**src/rtl/mdu_ctrl_if.sv**
```systemverilog
// Handshake and mac bus bundle for the M-extension issue stage.
// Carries request, mac operand/result and response signals.
interface mdu_ctrl_if;
  logic        in_valid;
  logic        in_ready;
  logic [2:0]  in_funct3;
  logic        in_word;
  logic [63:0] in_src1;
  logic [63:0] in_src2;
  logic [7:0]  mac_op;
  logic [63:0] mac_src1;
  logic [63:0] mac_src2;
  logic [63:0] mac_result;
  logic        out_valid;
  logic        out_ready;
  logic [63:0] out_result;

  modport slave (
    input  in_valid, in_funct3, in_word,
    input  in_src1, in_src2,
    input  mac_result, out_ready,
    output in_ready, mac_op,
    output mac_src1, mac_src2,
    output out_valid, out_result
  );

  modport master (
    output in_valid, in_funct3, in_word,
    output in_src1, in_src2,
    output mac_result, out_ready,
    input  in_ready, mac_op,
    input  mac_src1, mac_src2,
    input  out_valid, out_result
  );
endinterface

```
**src/rtl/mdu_ctrl.sv**
```systemverilog
// RV64M issue/sequencing stage in front of a combinational mac.
// Ports: clock, reset (async high), bus (mdu_ctrl_if.slave).
// Define MDU_BYPASS_EN to retire override/illegal ops in 1 cycle.
module mdu_ctrl #(
  parameter int LATENCY = 2
) (
  input logic     clock,
  input logic     reset,
  mdu_ctrl_if.slave bus
);

  typedef enum logic [1:0] {
    IDLE,
    BUSY,
    DONE
  } state_e;

  localparam logic [1:0] OV_NONE = 2'd0;
  localparam logic [1:0] OV_DZ   = 2'd1;
  localparam logic [1:0] OV_OVF  = 2'd2;
  localparam logic [1:0] OV_ILL  = 2'd3;

  localparam int CW =
    (LATENCY > 1) ? $clog2(LATENCY) : 1;
  localparam logic [CW-1:0] CNT_LAST =
    CW'(LATENCY - 1);

  state_e        state_q, state_d;
  logic [CW-1:0] cnt_q, cnt_d;
  logic [7:0]    op_q, op_d;
  logic [63:0]   src1_q, src1_d;
  logic [63:0]   src2_q, src2_d;
  logic          vld_q, vld_d;
  logic [63:0]   res_q, res_d;
  logic [1:0]    code_q, code_d;
  logic          rem_q, rem_d;
  logic          word_q, word_d;

  logic [2:0]  f3;
  logic        w;
  logic        ill;
  logic        sx;
  logic        zx;
  logic [63:0] s1p;
  logic [63:0] s2p;
  logic        dz;
  logic        ovf;
  logic [1:0]  ovr;
  logic [7:0]  op_dec;
  logic        skip;

  assign f3 = bus.in_funct3;
  assign w  = bus.in_word;

  // MULHW/MULHSUW/MULHUW do not exist.
  assign ill = w & ~f3[2] & (f3[1:0] != 2'd0);
  assign sx  = w & ~f3[0] & ~ill;
  assign zx  = w & f3[2] & f3[0];

  always_comb begin
    s1p = bus.in_src1;
    s2p = bus.in_src2;
    if (sx) begin
      s1p = {{32{bus.in_src1[31]}}, bus.in_src1[31:0]};
      s2p = {{32{bus.in_src2[31]}}, bus.in_src2[31:0]};
    end else if (zx) begin
      s1p = {32'd0, bus.in_src1[31:0]};
      s2p = {32'd0, bus.in_src2[31:0]};
    end
  end

  // Operands are already extended, so the full
  // 64-bit compare covers the W divisor too.
  assign dz = f3[2] & (s2p == 64'd0);

  always_comb begin
    ovf = 1'b0;
    if (f3[2] & ~f3[0]) begin
      if (w)
        ovf = (s1p[31:0] == 32'h8000_0000) &
              (s2p[31:0] == 32'hFFFF_FFFF);
      else
        ovf = (s1p == {1'b1, 63'd0}) &
              (s2p == '1);
    end
  end

  always_comb begin
    ovr = OV_NONE;
    unique case (1'b1)
      ill:     ovr = OV_ILL;
      dz:      ovr = OV_DZ;
      ovf:     ovr = OV_OVF;
      default: ovr = OV_NONE;
    endcase
  end

  always_comb begin
    op_dec = 8'd0;
    case (f3)
      3'd0: op_dec = 8'h80;
      3'd1: op_dec = 8'h40;
      3'd2: op_dec = 8'h10;
      3'd3: op_dec = 8'h20;
      3'd4: op_dec = 8'h08;
      3'd5: op_dec = 8'h04;
      3'd6: op_dec = 8'h02;
      default: op_dec = 8'h01;
    endcase
  end

`ifdef MDU_BYPASS_EN
  assign skip = (ovr != OV_NONE);
`else
  assign skip = 1'b0;
`endif

  function automatic logic [63:0] fin(
    input logic [1:0]  code,
    input logic        rem,
    input logic        word,
    input logic [63:0] dvd,
    input logic [63:0] mres
  );
    logic [63:0] r;
    case (code)
      OV_NONE: r = mres;
      OV_DZ:   r = rem ? dvd : '1;
      OV_OVF:  r = rem ? 64'd0 : dvd;
      default: r = 64'd0;
    endcase
    if (word)
      r = {{32{r[31]}}, r[31:0]};
    return r;
  endfunction

  always_comb begin
    state_d = state_q;
    cnt_d   = cnt_q;
    op_d    = op_q;
    src1_d  = src1_q;
    src2_d  = src2_q;
    vld_d   = vld_q;
    res_d   = res_q;
    code_d  = code_q;
    rem_d   = rem_q;
    word_d  = word_q;
    unique case (state_q)
      IDLE: begin
        if (bus.in_valid) begin
          code_d = ovr;
          rem_d  = f3[1];
          word_d = w;
          src1_d = s1p;
          src2_d = s2p;
          cnt_d  = '0;
          if (skip) begin
            state_d = DONE;
            vld_d   = 1'b1;
            op_d    = 8'd0;
            res_d   = fin(ovr, f3[1], w,
                          s1p, 64'd0);
          end else begin
            state_d = BUSY;
            op_d    = ill ? 8'd0 : op_dec;
          end
        end
      end
      BUSY: begin
        cnt_d = cnt_q + CW'(1);
        if (cnt_q == CNT_LAST) begin
          state_d = DONE;
          op_d    = 8'd0;
          vld_d   = 1'b1;
          res_d   = fin(code_q, rem_q, word_q,
                        src1_q, bus.mac_result);
        end
      end
      DONE: begin
        if (bus.out_ready) begin
          state_d = IDLE;
          vld_d   = 1'b0;
        end
      end
      default: state_d = IDLE;
    endcase
  end

  always_ff @(posedge clock or posedge reset) begin
    if (reset) begin
      state_q <= IDLE;
      cnt_q   <= '0;
      op_q    <= '0;
      src1_q  <= '0;
      src2_q  <= '0;
      vld_q   <= 1'b0;
      res_q   <= '0;
      code_q  <= OV_NONE;
      rem_q   <= 1'b0;
      word_q  <= 1'b0;
    end else begin
      state_q <= state_d;
      cnt_q   <= cnt_d;
      op_q    <= op_d;
      src1_q  <= src1_d;
      src2_q  <= src2_d;
      vld_q   <= vld_d;
      res_q   <= res_d;
      code_q  <= code_d;
      rem_q   <= rem_d;
      word_q  <= word_d;
    end
  end

  assign bus.in_ready   = (state_q == IDLE) & ~reset;
  assign bus.mac_op     = op_q;
  assign bus.mac_src1   = src1_q;
  assign bus.mac_src2   = src2_q;
  assign bus.out_valid  = vld_q;
  assign bus.out_result = res_q;

endmodule

```
**src/flat_wrapper.sv**
```systemverilog
// flat-port wrapper written by rule: the top's interface ports become plain ports
module mdu_ctrl_flat 
#(
  parameter int LATENCY = 2
)
  (clock, reset, bus_in_valid, bus_in_funct3, bus_in_word, bus_in_src1, bus_in_src2, bus_mac_result, bus_out_ready, bus_in_ready, bus_mac_op, bus_mac_src1, bus_mac_src2, bus_out_valid, bus_out_result);
  mdu_ctrl_if bus_i ();
  input logic clock;
  input logic reset;
  input wire logic [$bits(bus_i.in_valid)-1:0] bus_in_valid;
  input wire logic [$bits(bus_i.in_funct3)-1:0] bus_in_funct3;
  input wire logic [$bits(bus_i.in_word)-1:0] bus_in_word;
  input wire logic [$bits(bus_i.in_src1)-1:0] bus_in_src1;
  input wire logic [$bits(bus_i.in_src2)-1:0] bus_in_src2;
  input wire logic [$bits(bus_i.mac_result)-1:0] bus_mac_result;
  input wire logic [$bits(bus_i.out_ready)-1:0] bus_out_ready;
  output wire logic [$bits(bus_i.in_ready)-1:0] bus_in_ready;
  output wire logic [$bits(bus_i.mac_op)-1:0] bus_mac_op;
  output wire logic [$bits(bus_i.mac_src1)-1:0] bus_mac_src1;
  output wire logic [$bits(bus_i.mac_src2)-1:0] bus_mac_src2;
  output wire logic [$bits(bus_i.out_valid)-1:0] bus_out_valid;
  output wire logic [$bits(bus_i.out_result)-1:0] bus_out_result;
  assign bus_i.in_valid = bus_in_valid;
  assign bus_i.in_funct3 = bus_in_funct3;
  assign bus_i.in_word = bus_in_word;
  assign bus_i.in_src1 = bus_in_src1;
  assign bus_i.in_src2 = bus_in_src2;
  assign bus_i.mac_result = bus_mac_result;
  assign bus_i.out_ready = bus_out_ready;
  assign bus_in_ready = bus_i.in_ready;
  assign bus_mac_op = bus_i.mac_op;
  assign bus_mac_src1 = bus_i.mac_src1;
  assign bus_mac_src2 = bus_i.mac_src2;
  assign bus_out_valid = bus_i.out_valid;
  assign bus_out_result = bus_i.out_result;
  mdu_ctrl #(.LATENCY(LATENCY)) u_core (.clock(clock), .reset(reset), .bus(bus_i));
endmodule
```
**config.mk**
```make
export PLATFORM = sky130hd
export DESIGN_NAME = mdu_ctrl_flat
export DESIGN_NICKNAME = d
export VERILOG_FILES = /design/src/rtl/mdu_ctrl_if.sv /design/src/rtl/mdu_ctrl.sv /design/src/flat_wrapper.sv
export SDC_FILE = /design/constraint.sdc
export NUM_CORES = 1
export LEC_CHECK = 0
export CAP_MARGIN = 20
export CORE_ASPECT_RATIO = 0.5
export CORE_MARGIN = 2
export CORE_UTILIZATION = 47
export CTS_CLUSTER_SIZE = 10
export DETAILED_ROUTE_END_ITERATION = 8
export GPL_ROUTABILITY_DRIVEN = 0
export HOLD_SLACK_MARGIN = 0.12
export MAX_ROUTING_LAYER = met4
export PLACE_DENSITY = 0.95
export SYNTH_ARGS = -nofsm -noshare
export SYNTH_HDL_FRONTEND = slang
export SYNTH_SLANG_ARGS = --single-unit
```
**constraint.sdc**
```tcl
create_clock -name clock -period 13.53 [get_ports clock]
set_input_delay 2.0295 -clock clock [delete_from_list [all_inputs] [get_ports clock]]
set_output_delay 2.0295 -clock clock [all_outputs]
set_load 0.02 [all_outputs]
```
==> flow_metrics.env <==
export IMPL_synth_commonest_cells="nand2_1, dfrtp_1, o21ai_1"
export IMPL_worstSetupPathType="input pin to output port"
export IMPL_pre_cts_ws_ps=8031
export IMPL_fin_setup_tns_ps=0
export IMPL_drc=0
export IMPL_core_area_mm2=0.01973
export IMPL_p_leak_nw=6.297
export IMPL_final_max_slew_viol_count=0
export IMPL_ys_types=38
export IMPL_gr_usage_all_layers_pct=34.45
export IMPL_postLayoutCoreUtil_pct=73.21
export IMPL_hpwl_mm=26.31
export IMPL_grt_max_degree=146
export IMPL_yosysTopAreaCellShare_pct=54.17
export IMPL_drtIter0Drc=1247
export IMPL_synth_edf_count=0
export IMPL_clock_latency_ps=510
export IMPL_cts_root_buf="clkbuf_16"
export IMPL_antenna_found_initial=1
export IMPL_postSynthAreaPerCell_um2=8.504
export IMPL_grt_ovfl_total=0
export IMPL_die_h_um=105.1
export IMPL_synthFlopType="dfrtp_1"
export IMPL_final_area_mm2=0.01444
export IMPL_max_freq_mhz=180.7
export IMPL_syn_cell_area_mm2=0.009609
export IMPL_vias=10200
export IMPL_crit_arrival_ps=3500
export IMPL_cts_setup_buffers=0
export IMPL_cts_sinks=208
export IMPL_ys_ff_latch=208
export IMPL_finalCritPeriodShare_pct=40.90
export IMPL_vias_per_cell=5.834
export IMPL_netlist_instances=1130
export IMPL_synth_warnings=0
export IMPL_synthArstFlopShare_pct=100.0
export IMPL_synthMostInstantiatedCell="nand2_1"
export IMPL_cts_htree_levels=1
export IMPL_synth_top_area_cell="dfrtp_1"
export IMPL_worst_path_max_fanout=2
export IMPL_final_antenna_net_count=0
export IMPL_synth_nets=1330
export IMPL_maxCapViolations=0
export IMPL_clkSlewWorstSetupHoldPaths_ps=60
export IMPL_critPathLaunchType="input pin"
export IMPL_synth_top_family_by_area="simple AND/OR/NAND/NOR gates"
export IMPL_worstPathRequired_ps=11500
export IMPL_syn_to_final_growth_pct=50.30
export IMPL_synth_compound_area_share_pct=19.96
export IMPL_vdd_ir_drop_worst_uv=148.8
export IMPL_die_w_um=206.2
export IMPL_grt_pass1_wl_mm=56.32
export IMPL_slew_limit_headroom_pct=23.57
export IMPL_fin_crit_ps=5534
export IMPL_power_total_mw=3.695
export IMPL_rsz0062_at_grt="no"
export IMPL_ctsHoldBuffers=0
export IMPL_min_path_type="flip-flop to flip-flop"
export IMPL_cts_tree="built"
export IMPL_std_cell_rows=36
export IMPL_end_kind="output port"
export IMPL_finalClockSkew_ps=13.78
export IMPL_wl_mm=37.03
export IMPL_hold_viol=0
export IMPL_synth_area_mux_share_pct=0
export IMPL_netlist_top_cells_area="dfrtp_1, nand2_1, o21ai_1"
export IMPL_layout_setup_ws_ps=7996
export IMPL_drive_gt1_share_pct=3.646
export IMPL_dieArea_mm2=0.02167
export IMPL_numCtsBuffers=24
export IMPL_io_pins=402
export IMPL_ctsResizeCount=0
export IMPL_synth_seq_area_share_pct=54.17
export IMPL_nNetsFinal=1680
export IMPL_dpl_instance_area_mm2=0.01373
export IMPL_grt_pass1_vias=9926
export IMPL_synthSimpleGateAreaFrac_pct=20.86
export IMPL_setup_viol=0
export IMPL_power_density_mw_per_mm2=255.8
export IMPL_port_buffers=401
export IMPL_status="completed"
export IMPL_firstDrtPassIters=5
export IMPL_ctsLongestPathBuffers=3
export IMPL_synth_xor_area_share_pct=0
export IMPL_tightest_slew_ps=1146
export IMPL_synth_adder_area_share_pct=0
export IMPL_initial_utilization_pct=48.71
export IMPL_avgRoutedWirePerCell_um=21.19
## sequential cells by signal, summed over array words and instances, names as in the netlist
register,cells
u_core.code_q,2
u_core.word_q,1
u_core.bus.mac_op,8
u_core.bus.mac_src1,64
u_core.bus.out_result,64
u_core.bus.mac_src2,64
u_core.state_q,2
u_core.bus.out_valid,1
u_core.rem_q,1
u_core.cnt_q,1
## metrics by stage
step / cells / hold slack, ps
CTS: 1744 / 474.9
global placement: 1717 / 455.0
detailed placement: 1717 / 461.3
finish: 1748 / 470.6
floorplan: 1130 / 502.8
global route: 1748 / 500.3
## critical path: stages
cell	delay, ps
clkdlybuf4s50_1	560
nor3_1	250
clkdlybuf4s50_1	660
## where the power goes
part / switching [mW] / internal, mW
sequential: 0.225 / 0.924
clock: 0.242 / 0.329
combinational: 1.16 / 0.817
total: 1.62 / 2.07
## cell usage in the layout, fill, tap and decap left out, drive strengths merged, types with 2 or more instances in the layout
cell type	count
a32o	3
or4	3
dfrtp	208
o22ai	12
a21oi	120
a21o	2
nor3	3
clkbuf	27
o21ai	166
buf	12
nand2	335
and4	3
and4b	2
nand2b	23
nand3	4
nor2	19
nor4b	2
nand4	19
inv	38
a221oi	33
nor2b	3
clkdlybuf4s50	401
o41ai	4
nor4	30
o22a	2
## final timing paths
check / start / to / slack [ps] / cells past startpoint
worst max-delay path: reset / bus_in_ready / 8000 / 3
worst min-delay path: u_core.bus.mac_op[7]$_DFFE_PP0P_ / u_core.bus.mac_op[7]$_DFFE_PP0P_ / 470 / 2
worst max register to register: u_core.code_q[0]$_DFFE_PP0P_ / u_core.bus.out_result[52]$_DFFE_PP0P_ / 9630 / 6
worst min register to register: u_core.bus.mac_op[7]$_DFFE_PP0P_ / u_core.bus.mac_op[7]$_DFFE_PP0P_ / 470 / 2
max in group asynchronous: reset / u_core.bus.out_result[4]$_DFFE_PP0P_ / 9830 / 4
min in group asynchronous: reset / u_core.bus.mac_src2[8]$_DFFE_PP0P_ / 1940 / 2
## metal layers
metal	GRT usage, %	wire length, µm
met3	6.862	3484
met5	-	0
met1	45.12	14360
met4	17.14	2189
met2	51.20	17000
## layout make-up
cell class	instances	area [µm²]
well taps	266	332.8
flip-flops and latches	208	5206
inverters	38	150.1
fillers	1421	5286
diodes	1	2.502
clock buffers	27	643.1
multi-input cells	795	3956
repair buffers	413	4151
## kinds of logic (layout without fill, tap and decap cells)
kind of cell	count (synthesis)	after routing
AO/OA/AOI/OAI	344	344
flip-flops	208	208
buffers and inverters	127	478
AND/OR/NAND/NOR	451	451
other	0	1
(Power assumes the default switching activity.)
